$ cat src/rtl/rv_pkg.sv
// Shared RV32I/Zicsr decode constants: major opcodes, immediate format codes
// and the default datapath width.
package rv_pkg;

  localparam int XLEN_DEF = 32;

  // Major opcodes (instr[6:0])
  localparam logic [6:0] OPC_LOAD   = 7'b0000011;
  localparam logic [6:0] OPC_OP_IMM = 7'b0010011;
  localparam logic [6:0] OPC_AUIPC  = 7'b0010111;
  localparam logic [6:0] OPC_STORE  = 7'b0100011;
  localparam logic [6:0] OPC_OP     = 7'b0110011;
  localparam logic [6:0] OPC_LUI    = 7'b0110111;
  localparam logic [6:0] OPC_BRANCH = 7'b1100011;
  localparam logic [6:0] OPC_JALR   = 7'b1100111;
  localparam logic [6:0] OPC_JAL    = 7'b1101111;
  localparam logic [6:0] OPC_SYSTEM = 7'b1110011;

  // Immediate format codes
  localparam logic [2:0] FMT_R = 3'd0;
  localparam logic [2:0] FMT_I = 3'd1;
  localparam logic [2:0] FMT_S = 3'd2;
  localparam logic [2:0] FMT_B = 3'd3;
  localparam logic [2:0] FMT_U = 3'd4;
  localparam logic [2:0] FMT_J = 3'd5;
  localparam logic [2:0] FMT_Z = 3'd6;
  localparam logic [2:0] FMT_X = 3'd7;

endpackage

$ cat src/rtl/imm_decode.sv
// Purely combinational immediate decoder: instruction word in, XLEN-wide
// extended immediate, format code and illegal-opcode flag out.
module imm_decode
  import rv_pkg::*;
#(
  parameter int XLEN = XLEN_DEF
) (
  input  logic [31:0]     instr_i,
  output logic [XLEN-1:0] imm_o,
  output logic [2:0]      fmt_o,
  output logic            illegal_o
);

  // Raw immediate fields, each held as a signed value so a size cast
  // replicates instr[31] up to whatever XLEN is.
  logic signed [11:0] imm_i;
  logic signed [11:0] imm_s;
  logic signed [12:0] imm_b;
  logic signed [31:0] imm_u;
  logic signed [20:0] imm_j;
  logic        [4:0]  zimm;

  // funct3[1:0] never influences the immediate; only funct3[2] selects zimm.
  logic unused_funct3_lo;
  assign unused_funct3_lo = ^instr_i[13:12];

  assign imm_i = instr_i[31:20];
  assign imm_s = {instr_i[31:25], instr_i[11:7]};
  assign imm_b = {instr_i[31], instr_i[7], instr_i[30:25], instr_i[11:8], 1'b0};
  assign imm_u = {instr_i[31:12], 12'b0};
  assign imm_j = {instr_i[31], instr_i[19:12], instr_i[20], instr_i[30:21], 1'b0};
  assign zimm  = instr_i[19:15];

  // Opcode-driven format select and extension.
  always_comb begin
    imm_o     = '0;
    fmt_o     = FMT_X;
    illegal_o = 1'b0;
    case (instr_i[6:0])
      OPC_LOAD, OPC_OP_IMM, OPC_JALR: begin
        imm_o = XLEN'(imm_i);
        fmt_o = FMT_I;
      end
      OPC_STORE: begin
        imm_o = XLEN'(imm_s);
        fmt_o = FMT_S;
      end
      OPC_BRANCH: begin
        imm_o = XLEN'(imm_b);
        fmt_o = FMT_B;
      end
      OPC_LUI, OPC_AUIPC: begin
        imm_o = XLEN'(imm_u);
        fmt_o = FMT_U;
      end
      OPC_JAL: begin
        imm_o = XLEN'(imm_j);
        fmt_o = FMT_J;
      end
      OPC_SYSTEM: begin
        // CSR*I forms carry a zero-extended 5-bit immediate in the rs1 field;
        // everything else in SYSTEM exposes the CSR address / ECALL field.
        if (instr_i[14]) begin
          imm_o = XLEN'(zimm);
          fmt_o = FMT_Z;
        end else begin
          imm_o = XLEN'(imm_i);
          fmt_o = FMT_I;
        end
      end
      OPC_OP: begin
        imm_o = '0;
        fmt_o = FMT_R;
      end
      default: begin
        imm_o     = '0;
        fmt_o     = FMT_X;
        illegal_o = 1'b1;
      end
    endcase
  end

endmodule

$ cat src/rtl/imm_gen_stage.sv
// ID-stage immediate generator: decodes the immediate of the current
// instruction and registers it into the ID/EX boundary with flush/stall/valid
// control. Outputs are driven only from registers.
module imm_gen_stage
  import rv_pkg::*;
#(
  parameter int XLEN = XLEN_DEF
) (
  input  logic            clk,
  input  logic            reset,
  input  logic [31:0]     instr,
  input  logic            in_valid,
  input  logic            stall,
  input  logic            flush,
  output logic [XLEN-1:0] imm,
  output logic [2:0]      imm_fmt,
  output logic            illegal,
  output logic            out_valid
);

  logic [XLEN-1:0] dec_imm;
  logic [2:0]      dec_fmt;
  logic            dec_illegal;

  logic [XLEN-1:0] imm_q, imm_d;
  logic [2:0]      fmt_q, fmt_d;
  logic            illegal_q, illegal_d;
  logic            vld_q, vld_d;

  imm_decode #(
    .XLEN (XLEN)
  ) u_decode (
    .instr_i   (instr),
    .imm_o     (dec_imm),
    .fmt_o     (dec_fmt),
    .illegal_o (dec_illegal)
  );

  // Next-state selection: flush beats stall beats load; bubbles only drop valid.
  always_comb begin
    imm_d     = imm_q;
    fmt_d     = fmt_q;
    illegal_d = illegal_q;
    vld_d     = vld_q;
    if (flush) begin
      imm_d     = '0;
      fmt_d     = FMT_R;
      illegal_d = 1'b0;
      vld_d     = 1'b0;
    end else if (!stall) begin
      if (in_valid) begin
        imm_d     = dec_imm;
        fmt_d     = dec_fmt;
        illegal_d = dec_illegal;
        vld_d     = 1'b1;
      end else begin
        vld_d     = 1'b0;
      end
    end
  end

  // ID/EX boundary register with asynchronous clear.
  always_ff @(posedge clk or posedge reset) begin
    if (reset) begin
      imm_q     <= '0;
      fmt_q     <= FMT_R;
      illegal_q <= 1'b0;
      vld_q     <= 1'b0;
    end else begin
      imm_q     <= imm_d;
      fmt_q     <= fmt_d;
      illegal_q <= illegal_d;
      vld_q     <= vld_d;
    end
  end

  assign imm       = imm_q;
  assign imm_fmt   = fmt_q;
  assign illegal   = illegal_q;
  assign out_valid = vld_q;

endmodule

$ cat config.mk
export PLATFORM = sky130hd
export DESIGN_NAME = imm_gen_stage
export DESIGN_NICKNAME = d
export VERILOG_FILES = /design/src/rtl/rv_pkg.sv /design/src/rtl/imm_decode.sv /design/src/rtl/imm_gen_stage.sv
export SDC_FILE = /design/constraint.sdc
export NUM_CORES = 1
export LEC_CHECK = 0
export CAP_MARGIN = 20
export CORE_MARGIN = 4
export CORE_UTILIZATION = 40
export DETAILED_ROUTE_END_ITERATION = 7
export PLACE_DENSITY = 0.8
export SLEW_MARGIN = 20
export SYNTH_ARGS = -nofsm -noshare
export SYNTH_HDL_FRONTEND = slang
export SYNTH_SLANG_ARGS = --single-unit
export TNS_END_PERCENT = 5
$ cat constraint.sdc
create_clock -name clk -period 1.5 [get_ports clk]
set_input_delay 0.375 -clock clk [delete_from_list [all_inputs] [get_ports clk]]
set_output_delay 0.375 -clock clk [all_outputs]
set_load 0.05 [all_outputs]
# Word level (Yosys, flattened, before mapping)
# Index checks and enable logic that the tools add are counted.
# classes
eq_ne	11
mux	17
reduce_logical	5
# ops
operator	count
case mux 32 bit (6 select lines)	1
two-way mux 32 bit	4
== test 7 bit (second input constant)	4
== test 7 x 6 -> 1 bit (second input constant)	3
case mux 3 bit (7 select lines)	1
== test 7 x 5 -> 1 bit (second input constant)	2
two-way mux 3 bit	4
OR reduction 10 bit	1
== test 7 x 2 -> 1 bit (second input constant)	1
two-way mux 1 bit	7
OR reduction 3 bit	1
!= test 2 x 1 -> 1 bit (second input constant)	1
AND reduction 2 bit	1
nonzero test 2 bit	1
OR reduction 2 bit	1
# word_totals
register_bits	37
out_inout_bits	37
wordCells	37

# Longest topological paths before layout
# logic_depth
word_depth	6
mapped_depth	7
depth_no_buf	4

# Cells and area by module
# From an unflattened synthesis, not the netlist that was laid out.
# unflattened
cells_unflattened	264
hier_area_um2	2647.5
# modules_own_cells
module	instances	cells_per_inst	area_each_um2	seq_area_each_um2
imm_gen_stage	1	169	2000.7	925.9
imm_decode	1	95	646.9	0.0

# Worst setup path after synthesis
# Ideal clock, no wire load.
# synth_timing
kind	input port to flip-flop
from	input instr[3]
to	register imm_q[20], in the netlist imm[20]
arrival_time_ns	1.586
required_ns	1.374
path_slack_ns	-0.212
path_stages	7
path_cell_list	buf_2 > and4bb_1 > buf_4 > a32oi_2 > a211oi_2 > buf_4 > a221o_1
# synth_via
elab_chain_len	6
elab_cells_between_ends	15
cone_classes	eq/ne: 9; mux: 4; reduce/logical: 2
# synth_rtl
element	line_no	text
start: declaration	imm_gen_stage.sv:11	input logic [31:0] instr,
== test 7 x 2 -> 1 bit (tied with other cells)	imm_decode.sv:39	case (instr_i[6:0])
OR reduction 3 bit or OR reduction 2 bit (tied branches)	imm_decode.sv:39	
case mux 32 bit (6 select lines) *	imm_decode.sv:39	
two-way mux 32 bit *	imm_gen_stage.sv:51	if (in_valid) begin
two-way mux 32 bit *	imm_gen_stage.sv:50	end else if (!stall) begin
two-way mux 32 bit *	imm_gen_stage.sv:45	if (flush) begin
end signal: assignment	imm_gen_stage.sv:70	imm_q <= imm_d;
end: declaration	imm_gen_stage.sv:25	logic [XLEN-1:0] imm_q, imm_d;
# Mark *: on every way between the ends. The rest lies on a longest branch, timed or not. The select of a mux whose other input is x is not followed.
# A chain may end at the register's enable or synchronous reset.

# Worst setup path in the final report
# layout_timing
from	input stall
to	register imm_q[19], in the netlist imm[19]
# layout_via
elab_chain_len	2
# layout_rtl
element	line_no	text
start: declaration	imm_gen_stage.sv:13	input logic stall,
!= test 2 x 1 -> 1 bit (no line)	-	
AND reduction 2 bit (no line)	-	
# Every way passes these cells.

==> metrics.md <==
| Metric | Value |
|---|---|
| Status | finished, violations left |
| Violated checks | negative setup slack |
| First-pass detailed-route iteration total | 4 |
| Initial antenna violation count | 0 |
| Clock slew at reported path FFs | 80 ps |
| Die Wd | 78.53 µm |
| Hold WC Path Type | input port to async pin |
| Fillers | 309 |
| Most used cell, CP | buf_6 |
| First DRT Iteration DRCs | 164 |
| Post-synthesis sequential area ratio | 46.54% |
| Slowest CP cell | a211oi_4 |
| Data required, critical path | 1730 ps |
| Synth top area share | 46.54% |
| Synth area leaders | dfrtp_1, a221o_1, a22o_1 |
| Yosys cell types | 41 |
| Clock latency on the worst-skew pair | 290 ps |
| Dpl hpwl | 5177 µm |
| Crit start category | input port |
| Peak supply drop | 293.1 µV |
| Final routed DRC violation total | 0 |
| Routability cong. | 0.9427 |
| Cell Rows | 25 |
| CTS HTree Levels | 2 |
| Worst clock skew | 0 ps |
| Cell chosen for the clock root | clkbuf_8 |
| Core Area | 4786 µm² |
| Mean post-synth cell area | 11.11 µm² |
| Pin count of the biggest net entering global routing | 38 |
| Critical path's top delay family | compound AO/OA/AOI/OAI gates |
| First-pass GRT wire length | 10840 µm |
| Power after layout | 2.210 mW |
| Kind of critical path | input port to flop |
| Slew margin rel. | 73.05% |
| Placed inst area | 3520 µm² |
| Area of the mapped netlist | 1989 µm² |
| Diodes inserted | 0 |
| Total global routing overflow | 0 |
| Maxcap violations | 0 |
| Critical path depth in cells | 7 |
| Synth Register Bits | 37 |
| M2 GR Usage | 39.05% |
| DIE HEIGHT | 78.53 µm |
| Commonest non-fill, non-tap cell in the layout | buf_4 |
| Minimum clock period | 1504 ps |
| CP Data Arrival Time | 1740 ps |
| Starting Density | 41.57% |
| # IOs | 74 |
| PortBufs | 73 |
| Final #Nets | 335 |
| Power Dens Cells | 600.9 nW/µm² |
| Vias in the first global route | 2197 |
| CTS tree | built |
| Die Area | 6166 µm² |
| Pleak | 1.644 nW |
| Worst-margin pin slew | 402.9 ps |
| Via/cell ratio | 5.732 |
| Worst-path maximum fanout | 8 |
| Final setup viols | 2 |
| Met3 usage | 3.784% |
| Final ANT Viol Nets | 0 |
| Fin. max-slew vios | 0 |
| Fin worst setup slack | -3.575 ps |
| Tot GR Track Use | 22.53% |
| Synth Instances | 179 |
| Mapped Nets | 216 |
| P&R area growth vs syn | 84.84% |
| Buf/Inv on CP | 3 |
| Clk buf depth | 2 |
| Fraction of layout instances using a drive strength above 1 | 41.14% |
| Clock Sink Count | 37 |
| Most frequent cells in the layout | buf_4, buf_12, dfrtp_1 |
| Wire per inst | 18.11 µm |
| Post-synth top area cell | dfrtp_1 |
| Critical path capture point type | flop |
| YS warnings | 0 |
| Final hold vios | 0 |
| Gr busiest metal | met2 |
| Tcrit/Tclk final | 100.2% |
| Met1 Resource Use GR | 27.46% |
| Fmax | 0.6651 GHz |
| Final Instance Area | 3677 µm² |
| Reg2Reg Depth | 1 |
| Total CTS buffers | 5 |
| Wirelength, routed | 6628 µm |
| Vias | 2098 |
| CP Cell Sequence | buf_6, buf_6, nor3b_2, buf_4, o2111ai_4, a211oi_4, a221o_1 |
| RSZ-0062 raised after global routing | yes |
| Slowest stage delay, CP | 440 ps |
-- report_power, final --
| group | switching (mW) | internal [mW] | leakage, nW |
|---|---|---|---|
| Clock | 0.379 | 0.329 | 0.0445 |
| Sequential | 0.0125 | 1.01 | 0.513 |
| Combinational | 0.235 | 0.247 | 1.09 |
-- kinds of logic (layout without fill, tap and decap cells) --
group / count (synthesis) / count (layout) / synth area share, %
buf+inv: 24 / 144 / 5.409
compound gates: 73 / 73 / 34.21
simple gates: 45 / 45 / 13.84
flops: 37 / 37 / 46.54
-- per-layer routing --
metal	up-vias	share of wire (%)
met4	0	2.3
met2	94	53
met1	1036	39
met5	-	0
li1	953	-
met3	15	5.9
-- worst paths after layout --
kind / startpoint / to / slack (ps)
worst min-delay path: reset / imm[0]$_DFFE_PP0P_ / 430
worst min register to register: illegal$_DFFE_PP0P_ / illegal$_DFFE_PP0P_ / 560
max in group asynchronous: reset / imm[24]$_DFFE_PP0P_ / 890
worst max-delay path: stall / imm[19]$_DFFE_PP0P_ / -4
min in group clk: flush / imm_fmt[0]$_DFFE_PP0P_ / 440
worst max register to register: imm[19]$_DFFE_PP0P_ / imm[19]$_DFFE_PP0P_ / 610
-- cell type report --
type | instances | area, µm² | share of cell area, %
repair buffers | 126 | 1538 | 41.82
well taps | 67 | 83.83 | 2.280
clock inverters | 3 | 21.27 | 0.5784
clock buffers | 5 | 68.82 | 1.871
flip-flops and latches | 37 | 925.9 | 25.18
multi-input cells | 118 | 1002 | 27.25
inverters | 10 | 37.54 | 1.021
-- cell usage after synthesis, drive strengths merged --
library cell	number
dfrtp	37
a221o	19
a22o	12
nand2	11
inv	10
buf	8
a21o	6
clkbuf	6
nor2	6
a21oi	5
a32o	5
nand3	5
o211ai	5
nor3b	4
o2111ai	4
o21ai	4
o221ai	4
a211oi	3
a32oi	3
and4	3
and3	2
and3b	2
nand2b	2
nand3b	2
nand4	2
nor2b	2
a22oi	1
a311oi	1
and2	1
and4bb	1
nor4b	1
nor4bb	1
o21a	1
-- through the flow --
stage | hold WS (ps) | setup slack [ps] | cells | setup TNS [ps] | util [%]
final | 429.6 | -3.575 | 366 | -6.006 | 76.84
after global routing | 454.3 | -52.30 | 366 | -708.1 | 76.84
after CTS | 440.5 | -42.27 | 364 | -153.5 | 76.50
after detailed placement | 551.6 | -788.6 | 355 | -25850 | 73.54
after global placement | 528.1 | -695.7 | 355 | -23740 | 73.54
after floorplan | 441.2 | -189.6 | 179 | -3394 | -
-- sequential cells by signal, indices dropped and copies added, names as in the netlist --
| signal | cells |
|---|---|
| out_valid | 1 |
| illegal | 1 |
| imm_fmt | 3 |
| imm | 32 |
-- worst min-delay path, cell delays in order --
cell and delay (ps):
clkdlybuf4s50_1 400, inv_1 90, buf_12 220
-- what timing repair did --
item	CTS	global route
resized for setup	55	3
setup endpoints to repair	36	28
hold buffers	0	0
buffers inserted	1	2
pin swaps	12	9
Note: power is estimated with default switching activity, not from simulation.
